[src/rtl/bnn_spi_pkg.sv]
// Shared codes, state type and frame sizing for the BNN SPI status path.
// SPI_TX_PARITY_EN appends an odd-parity bit to every transmitted frame.
package bnn_spi_pkg;

  localparam logic [3:0] STATUS_IDLE       = 4'h0;
  localparam logic [3:0] STATUS_RX_IMG_RDY = 4'h1;
  localparam logic [3:0] STATUS_RX_IMG     = 4'h2;
  localparam logic [3:0] STATUS_BNN_BUSY   = 4'h4;
  localparam logic [3:0] STATUS_RESULT_RDY = 4'h8;
  localparam logic [3:0] STATUS_ERROR      = 4'hE;

  localparam logic [7:0] CMD_IMG_SEND_REQUEST = 8'hFE;
  localparam logic [7:0] CMD_CLEAR            = 8'hFD;

  typedef enum logic [1:0] {
    S_IDLE,
    S_LOAD,
    S_SHIFT
  } tx_state_t;

`ifdef SPI_TX_PARITY_EN
  localparam int FRAME_BITS = 9;
`else
  localparam int FRAME_BITS = 8;
`endif

  localparam int CNT_W = 4;
  typedef logic [CNT_W-1:0] bit_cnt_t;
  localparam bit_cnt_t FRAME_LAST     = bit_cnt_t'(FRAME_BITS - 1);
  localparam bit_cnt_t FRAME_BITS_CNT = bit_cnt_t'(FRAME_BITS);

  // Low nibble falls back to the "no result" marker while the BNN output is stale.
  function automatic logic [7:0] make_resp(input logic [3:0] status,
                                           input logic [3:0] digit,
                                           input logic       valid,
                                           input logic [3:0] no_result);
    return {status, (valid ? digit : no_result)};
  endfunction

endpackage

[src/rtl/spi_status_tx_if.sv]
// Pin and controller-side signals of the SPI status transmitter.
interface spi_status_tx_if;
  logic       sclk;
  logic       cs_n;
  logic [3:0] status_code;
  logic [3:0] result_digit;
  logic       result_valid;
  logic       miso;
  logic       miso_oe;
  logic       byte_sent;
  logic       result_consumed;

  modport slave (
    input  sclk, cs_n, status_code, result_digit, result_valid,
    output miso, miso_oe, byte_sent, result_consumed
  );

  modport master (
    output sclk, cs_n, status_code, result_digit, result_valid,
    input  miso, miso_oe, byte_sent, result_consumed
  );
endinterface

[src/rtl/sync_edge_detect.sv]
// Multi-flop synchronizer for an asynchronous pin with rise/fall pulses
// taken from the last two stages.
module sync_edge_detect #(
  parameter int   SYNC_STAGES = 2,
  parameter logic RESET_VAL   = 1'b0
) (
  input  logic clk,
  input  logic rst_n,
  input  logic din,
  output logic level,
  output logic rise,
  output logic fall
);

  logic [SYNC_STAGES-1:0] sync_reg;

  always_ff @(posedge clk) begin
    if (!rst_n) begin
      sync_reg <= {SYNC_STAGES{RESET_VAL}};
    end else begin
      sync_reg <= {sync_reg[SYNC_STAGES-2:0], din};
    end
  end

  assign level = sync_reg[SYNC_STAGES-1];
  assign rise  =  sync_reg[SYNC_STAGES-2] & ~sync_reg[SYNC_STAGES-1];
  assign fall  = ~sync_reg[SYNC_STAGES-2] &  sync_reg[SYNC_STAGES-1];

endmodule

[src/rtl/spi_status_tx.sv]
// SPI mode-0 MSB-first status/result transmitter on MISO.
// Define SPI_TX_PARITY_EN for a 9-bit frame ending in odd parity.
module spi_status_tx
  import bnn_spi_pkg::*;
#(
  parameter int         SYNC_STAGES      = 2,
  parameter logic [3:0] NO_RESULT_NIBBLE = 4'hF
) (
  input logic            clk,
  input logic            rst_n,
  spi_status_tx_if.slave bus
);

  logic sclk_level_unused;
  logic sclk_rise;
  logic sclk_fall;
  logic cs_level;
  logic cs_rise;
  logic cs_fall;

  sync_edge_detect #(
    .SYNC_STAGES(SYNC_STAGES),
    .RESET_VAL  (1'b0)
  ) u_sclk_sync (
    .clk  (clk),
    .rst_n(rst_n),
    .din  (bus.sclk),
    .level(sclk_level_unused),
    .rise (sclk_rise),
    .fall (sclk_fall)
  );

  sync_edge_detect #(
    .SYNC_STAGES(SYNC_STAGES),
    .RESET_VAL  (1'b1)
  ) u_cs_sync (
    .clk  (clk),
    .rst_n(rst_n),
    .din  (bus.cs_n),
    .level(cs_level),
    .rise (cs_rise),
    .fall (cs_fall)
  );

  tx_state_t              state_reg, state_next;
  logic [FRAME_BITS-1:0]  tx_reg, tx_next;
  logic                   snap_valid_reg, snap_valid_next;
  bit_cnt_t               bit_cnt_reg, bit_cnt_next;
  logic                   load_pending_reg, load_pending_next;
  logic                   miso_reg, miso_next;
  logic                   miso_oe_reg, miso_oe_next;
  logic                   byte_sent_reg, byte_sent_next;
  logic                   consumed_reg, consumed_next;
  logic                   armed_reg;
  logic [SYNC_STAGES-1:0] flush_reg;

  logic [7:0]            resp;
  logic [FRAME_BITS-1:0] frame_word;

  assign resp = make_resp(bus.status_code, bus.result_digit, bus.result_valid,
                          NO_RESULT_NIBBLE);

`ifdef SPI_TX_PARITY_EN
  assign frame_word = {resp, ~^resp};
`else
  assign frame_word = resp;
`endif

  // The chain still holds its reset value for SYNC_STAGES cycles; trusting
  // cs_level before then would arm on a fake "high" and accept a fake fall.
  always_ff @(posedge clk) begin
    if (!rst_n) begin
      flush_reg <= '0;
      armed_reg <= 1'b0;
    end else begin
      flush_reg <= {flush_reg[SYNC_STAGES-2:0], 1'b1};
      if (flush_reg[SYNC_STAGES-1] && cs_level) begin
        armed_reg <= 1'b1;
      end
    end
  end

  always_ff @(posedge clk) begin
    if (!rst_n) begin
      state_reg        <= S_IDLE;
      tx_reg           <= '0;
      snap_valid_reg   <= 1'b0;
      bit_cnt_reg      <= '0;
      load_pending_reg <= 1'b0;
      miso_reg         <= 1'b0;
      miso_oe_reg      <= 1'b0;
      byte_sent_reg    <= 1'b0;
      consumed_reg     <= 1'b0;
    end else begin
      state_reg        <= state_next;
      tx_reg           <= tx_next;
      snap_valid_reg   <= snap_valid_next;
      bit_cnt_reg      <= bit_cnt_next;
      load_pending_reg <= load_pending_next;
      miso_reg         <= miso_next;
      miso_oe_reg      <= miso_oe_next;
      byte_sent_reg    <= byte_sent_next;
      consumed_reg     <= consumed_next;
    end
  end

  always_comb begin
    state_next        = state_reg;
    tx_next           = tx_reg;
    snap_valid_next   = snap_valid_reg;
    bit_cnt_next      = bit_cnt_reg;
    load_pending_next = load_pending_reg;
    miso_next         = 1'b0;
    miso_oe_next      = 1'b0;
    byte_sent_next    = 1'b0;
    consumed_next     = 1'b0;

    if (cs_rise) begin
      // Deselect overrides any sclk edge seen in the same cycle.
      state_next        = S_IDLE;
      bit_cnt_next      = '0;
      load_pending_next = 1'b0;
    end else begin
      case (state_reg)
        S_IDLE: begin
          if (armed_reg && cs_fall) begin
            state_next = S_LOAD;
          end
        end

        S_LOAD: begin
          tx_next           = frame_word;
          snap_valid_next   = bus.result_valid;
          bit_cnt_next      = '0;
          load_pending_next = 1'b0;
          miso_oe_next      = 1'b1;
          state_next        = S_SHIFT;
        end

        S_SHIFT: begin
          miso_oe_next = 1'b1;
          miso_next    = tx_reg[FRAME_BITS-1];
          if (sclk_rise) begin
            if (bit_cnt_reg == FRAME_LAST) begin
              byte_sent_next    = 1'b1;
              consumed_next     = snap_valid_reg;
              load_pending_next = 1'b1;
              bit_cnt_next      = '0;
            end else begin
              bit_cnt_next = bit_cnt_reg + 1'b1;
            end
          end else if (sclk_fall) begin
            // The fall closing a frame reloads instead of shifting.
            if (load_pending_reg) begin
              tx_next           = frame_word;
              snap_valid_next   = bus.result_valid;
              load_pending_next = 1'b0;
            end else if (bit_cnt_reg != '0 && bit_cnt_reg < FRAME_BITS_CNT) begin
              tx_next = {tx_reg[FRAME_BITS-2:0], 1'b0};
            end
          end
        end

        default: begin
          state_next = S_IDLE;
        end
      endcase
    end
  end

  assign bus.miso            = miso_reg;
  assign bus.miso_oe         = miso_oe_reg;
  assign bus.byte_sent       = byte_sent_reg;
  assign bus.result_consumed = consumed_reg;

endmodule

[src/flat_wrapper.sv]
// flat-port wrapper written by rule: the top's interface ports become plain ports
module spi_status_tx_flat import bnn_spi_pkg::*;
#(
  parameter int         SYNC_STAGES      = 2,
  parameter logic [3:0] NO_RESULT_NIBBLE = 4'hF
)
  (clk, rst_n, bus_sclk, bus_cs_n, bus_status_code, bus_result_digit, bus_result_valid, bus_miso, bus_miso_oe, bus_byte_sent, bus_result_consumed);
  spi_status_tx_if bus_i ();
  input logic clk;
  input logic rst_n;
  input wire logic [$bits(bus_i.sclk)-1:0] bus_sclk;
  input wire logic [$bits(bus_i.cs_n)-1:0] bus_cs_n;
  input wire logic [$bits(bus_i.status_code)-1:0] bus_status_code;
  input wire logic [$bits(bus_i.result_digit)-1:0] bus_result_digit;
  input wire logic [$bits(bus_i.result_valid)-1:0] bus_result_valid;
  output wire logic [$bits(bus_i.miso)-1:0] bus_miso;
  output wire logic [$bits(bus_i.miso_oe)-1:0] bus_miso_oe;
  output wire logic [$bits(bus_i.byte_sent)-1:0] bus_byte_sent;
  output wire logic [$bits(bus_i.result_consumed)-1:0] bus_result_consumed;
  assign bus_i.sclk = bus_sclk;
  assign bus_i.cs_n = bus_cs_n;
  assign bus_i.status_code = bus_status_code;
  assign bus_i.result_digit = bus_result_digit;
  assign bus_i.result_valid = bus_result_valid;
  assign bus_miso = bus_i.miso;
  assign bus_miso_oe = bus_i.miso_oe;
  assign bus_byte_sent = bus_i.byte_sent;
  assign bus_result_consumed = bus_i.result_consumed;
  spi_status_tx #(.SYNC_STAGES(SYNC_STAGES), .NO_RESULT_NIBBLE(NO_RESULT_NIBBLE)) u_core (.clk(clk), .rst_n(rst_n), .bus(bus_i));
endmodule
[config.mk]
export PLATFORM = sky130hd
export DESIGN_NAME = spi_status_tx_flat
export DESIGN_NICKNAME = d
export VERILOG_FILES = /design/src/rtl/bnn_spi_pkg.sv /design/src/rtl/spi_status_tx_if.sv /design/src/rtl/sync_edge_detect.sv /design/src/rtl/spi_status_tx.sv /design/src/flat_wrapper.sv
export SDC_FILE = /design/constraint.sdc
export NUM_CORES = 1
export LEC_CHECK = 0
export ABC_AREA = 1
export ABC_CLOCK_PERIOD_IN_PS = 1300
export CAP_MARGIN = 20
export CORE_ASPECT_RATIO = 0.8
export CORE_UTILIZATION = 47
export DETAILED_ROUTE_END_ITERATION = 7
export PLACE_DENSITY = 0.73
export SETUP_SLACK_MARGIN = 0.3
export SYNTH_ARGS = -nofsm -noshare
export SYNTH_HDL_FRONTEND = slang
export SYNTH_SLANG_ARGS = --single-unit
[constraint.sdc]
create_clock -name clk -period 1.3 [get_ports clk]
set_input_delay 0.26 -clock clk [delete_from_list [all_inputs] [get_ports clk]]
set_output_delay 0.26 -clock clk [all_outputs]
set_load 0.005 [all_outputs]
==> qor.json <==
{
  "status": {
    "result_of_the_run": "complete, but fails checks",
    "violations": "negative setup slack"
  },
  "global_routing": {
    "grt_start_max_net_pins": 15,
    "grt_first_pass_wirelength_um": 5170,
    "grt.overflow.total": 0,
    "antenna_violations_before_repair": 0,
    "grt_pass1_vias": 1236,
    "global_route.usage.total_pct": 23.3
  },
  "clocking": {
    "clk_pin_slew_ps": 130,
    "cts_tree": "done",
    "root_cell_of_the_clock_tree": "sky130_fd_sc_hd__clkbuf_4",
    "cts_made_buffers": 3,
    "cts-root-to-sink-buffers": 2,
    "source_to_sink_clock_delay_at_the_later_pin_of_the_worst_skew_pair_ps": 320,
    "clock_tree.htree_level_count": 1,
    "clkSinkCount": 27
  },
  "synth": {
    "ys_seq_elements": 27,
    "synth_sequential_area_ratio_pct": 42.3,
    "ys_async_sr_fraction_pct": 0,
    "yosys.cell_types.count": 20,
    "synth_fp_nets": 207,
    "synthesis.area_um2": 1280,
    "ys_dominant_reg_cell": "sky130_fd_sc_hd__dfxtp_1",
    "yosys.area.top_type_share_pct": 42.3,
    "post_synth_inst_count": 189,
    "yosys-top-cells-area": "sky130_fd_sc_hd__dfxtp_1, sky130_fd_sc_hd__nand2_1, sky130_fd_sc_hd__inv_1, sky130_fd_sc_hd__nor2_1, sky130_fd_sc_hd__nand3_1",
    "yosysWarningCount": 0,
    "synth_enable_flop_cells": 0,
    "post-synth-top-count-cell": "sky130_fd_sc_hd__nand2_1",
    "yosys-top-cells-count": "sky130_fd_sc_hd__nand2_1, sky130_fd_sc_hd__inv_1, sky130_fd_sc_hd__nor2_1, sky130_fd_sc_hd__dfxtp_1, sky130_fd_sc_hd__nand3_1",
    "post_synth.cell_area_avg_um2": 6.77,
    "synth_largest_area_cell": "sky130_fd_sc_hd__dfxtp_1"
  },
  "critical_path": {
    "setup.worst_path.class": "register to register",
    "cp.required_ps": 1530,
    "cp-end-kind": "register",
    "critical_path_arrival_ps": 1590,
    "r2r.worst_path.cells": 9,
    "worstSetupStartpointType": "register",
    "crit_fanout": 8
  },
  "final_layout": {
    "syn2layout_area_growth_pct": 48.2,
    "share_of_post_route_cells_with_drive_strength_above_1_pct": 34.5,
    "largest_register_ffs": 8,
    "final_net_count": 248,
    "antennaDiodeCount": 0,
    "layout.cells.non_filler": 265
  },
  "placed_design": {
    "place.detailed.instances": 245,
    "hpwlAfterDp_um": 2120,
    "place.port_buffers": 16,
    "place.gp.congestion": 0.800
  },
  "timing": {
    "count_of_pins_over_their_slew_limit": 0,
    "grt_setup_unrepaired": "yes",
    "fmax_mhz": 732,
    "hold_viol_final": 0,
    "final.setup.worst_slack_ps": -66.7,
    "relSlewSlack_pct": 75.1,
    "layout_worst_path_cycle_share_pct": 105,
    "skew_ps": 12.8,
    "finalSetupViolCount": 12,
    "tightestPinTransition_ps": 372,
    "final.min_clock_period_ps": 1370
  },
  "detailed_routing": {
    "drtPass1Iterations": 4,
    "num_vias": 1301,
    "drc": 0,
    "antenna_left": 0,
    "wl_um": 3260,
    "drt-initial-drc-count": 68,
    "drt-wirelength-per-cell_um": 12.3,
    "drt-vias-per-instance": 4.91
  },
  "worst_hold_path": {
    "hold_path_class": "input port to register",
    "hold-path-cell-count": 2
  },
  "floorplanning": {
    "fp.coreArea_um2": 2500,
    "boundaryPins": 17,
    "initial_utilization_pct": 51.1,
    "rows": 16,
    "die_h_um": 48.7,
    "dieArea_um2": 2930,
    "dieWidth_um": 60.3
  },
  "run": {
    "timing.max_cap.violations": 0
  },
  "pwr": {
    "totalPowerFinal_uw": 1980,
    "ir_drop_worst_case_vdd_uv": 752,
    "p_per_area_nw_per_um2": 1050,
    "power.leakage_uw": 0.000866
  }
}
-- cells in the final DEF (no fill, tap or decap), types with 2 or more instances in the layout --
master                            Yosys  layout
sky130_fd_sc_hd__a21oi_1              8       2
sky130_fd_sc_hd__a21oi_2              1       6
sky130_fd_sc_hd__buf_2                1       2
sky130_fd_sc_hd__buf_4                1      18
sky130_fd_sc_hd__buf_6                0       5
sky130_fd_sc_hd__clkbuf_4             0       3
sky130_fd_sc_hd__clkdlybuf4s50_1      0      11
sky130_fd_sc_hd__dfxtp_1             27      21
sky130_fd_sc_hd__dfxtp_2              0       3
sky130_fd_sc_hd__dfxtp_4              0       3
sky130_fd_sc_hd__ha_1                 5       2
sky130_fd_sc_hd__ha_4                 0       2
sky130_fd_sc_hd__inv_1               29      25
sky130_fd_sc_hd__inv_2                3       4
sky130_fd_sc_hd__inv_4                0       2
sky130_fd_sc_hd__nand2_1             52      45
sky130_fd_sc_hd__nand2_2              2       3
sky130_fd_sc_hd__nand2_4              0       4
sky130_fd_sc_hd__nand2_8              0       2
sky130_fd_sc_hd__nand3_1             17      14
sky130_fd_sc_hd__nand3_2              1       3
sky130_fd_sc_hd__nand4_1              3       3
sky130_fd_sc_hd__nor2_1              29      23
sky130_fd_sc_hd__nor2_2               2       3
sky130_fd_sc_hd__nor2_4               1       7
sky130_fd_sc_hd__o21ai_1              1       2
sky130_fd_sc_hd__o21ai_2              0       2
sky130_fd_sc_hd__or2_2                2       2
-- stage by stage --
stage / hold slack (ps) / setup TNS (ps) / area [um^2] / setup slack, ps / utilization, %
final: 320 / -486 / 1900 / -66.7 / 75.8
after global placement: 406 / -810 / 1580 / -116 / 63.2
after floorplan: 288 / 0 / 1350 / 123 / -
after detailed placement: 420 / -1540 / 1580 / -161 / 63.2
after global routing: 303 / -1530 / 1900 / -141 / 75.8
after CTS: 439 / -206 / 1750 / -34.2 / 70.0
-- layout make-up --
| class | instances | area (um^2) |
|---|---|---|
| clock buffers | 4 | 26.3 |
| fillers | 185 | 607 |
| inverters | 32 | 130 |
| multi-input cells | 129 | 815 |
| flip-flops and latches | 27 | 556 |
| well taps | 36 | 45.0 |
| repair buffers | 37 | 324 |
-- critical path: stages (launching register included) --
cell	delay (ps)
sky130_fd_sc_hd__dfxtp_2	360
sky130_fd_sc_hd__inv_4	80
sky130_fd_sc_hd__ha_4	180
sky130_fd_sc_hd__inv_4	60
sky130_fd_sc_hd__nor2_4	160
sky130_fd_sc_hd__nand2_4	120
sky130_fd_sc_hd__nand3_4	130
sky130_fd_sc_hd__inv_6	50
sky130_fd_sc_hd__nor2_1	80
sky130_fd_sc_hd__nor2_1	50
-- kinds of logic (layout without fill, tap and decap cells) --
family / count (synthesis) / after routing / share of synthesized area (%)
DFF: 27 / 27 / 42.3
adders and majority gates: 5 / 5 / 4.89
AOI/OAI and AO/OA: 13 / 13 / 5.38
and+or+nand+nor: 110 / 111 / 37.1
buffers and inverters: 34 / 73 / 10.4
-- metal layers --
| layer | GRT usage (%) | wire (um) | up-vias |
|---|---|---|---|
| met5 | 0 | 0 | - |
| met4 | 5.43 | 18 | 0 |
| met3 | 6.42 | 121 | 2 |
| met2 | 38.8 | 1590 | 24 |
| met1 | 29.2 | 1520 | 608 |
| li1 | - | - | 667 |
-- power breakdown --
part	internal, uW	switching [uW]
logic	306	372
clock network	120	236
registers	898	51.9
-- worst paths after layout --
path	slack, ps	end	from
setup / recovery	-70	u_core.tx_reg[6]	u_core.state_reg[0]
hold reg to reg	440	u_core.bus.miso	u_core.tx_reg[7]
hold / removal	320	u_core.flush_reg[0]	rst_n
setup reg to reg	-70	u_core.tx_reg[6]	u_core.state_reg[0]
-- timing repair --
| item | in CTS | in global routing |
|---|---|---|
| pin swaps | 8 | 12 |
| buffers inserted | 10 | 5 |
| resized for setup | 40 | 25 |
| hold buffers | 0 | 0 |
| endpoints found under the setup margin | 23 | 24 |
| endpoints found under the hold margin | 0 | 0 |
| gates cloned | 0 | 1 |
No activity file was read; power rests on OpenSTA's default activity.
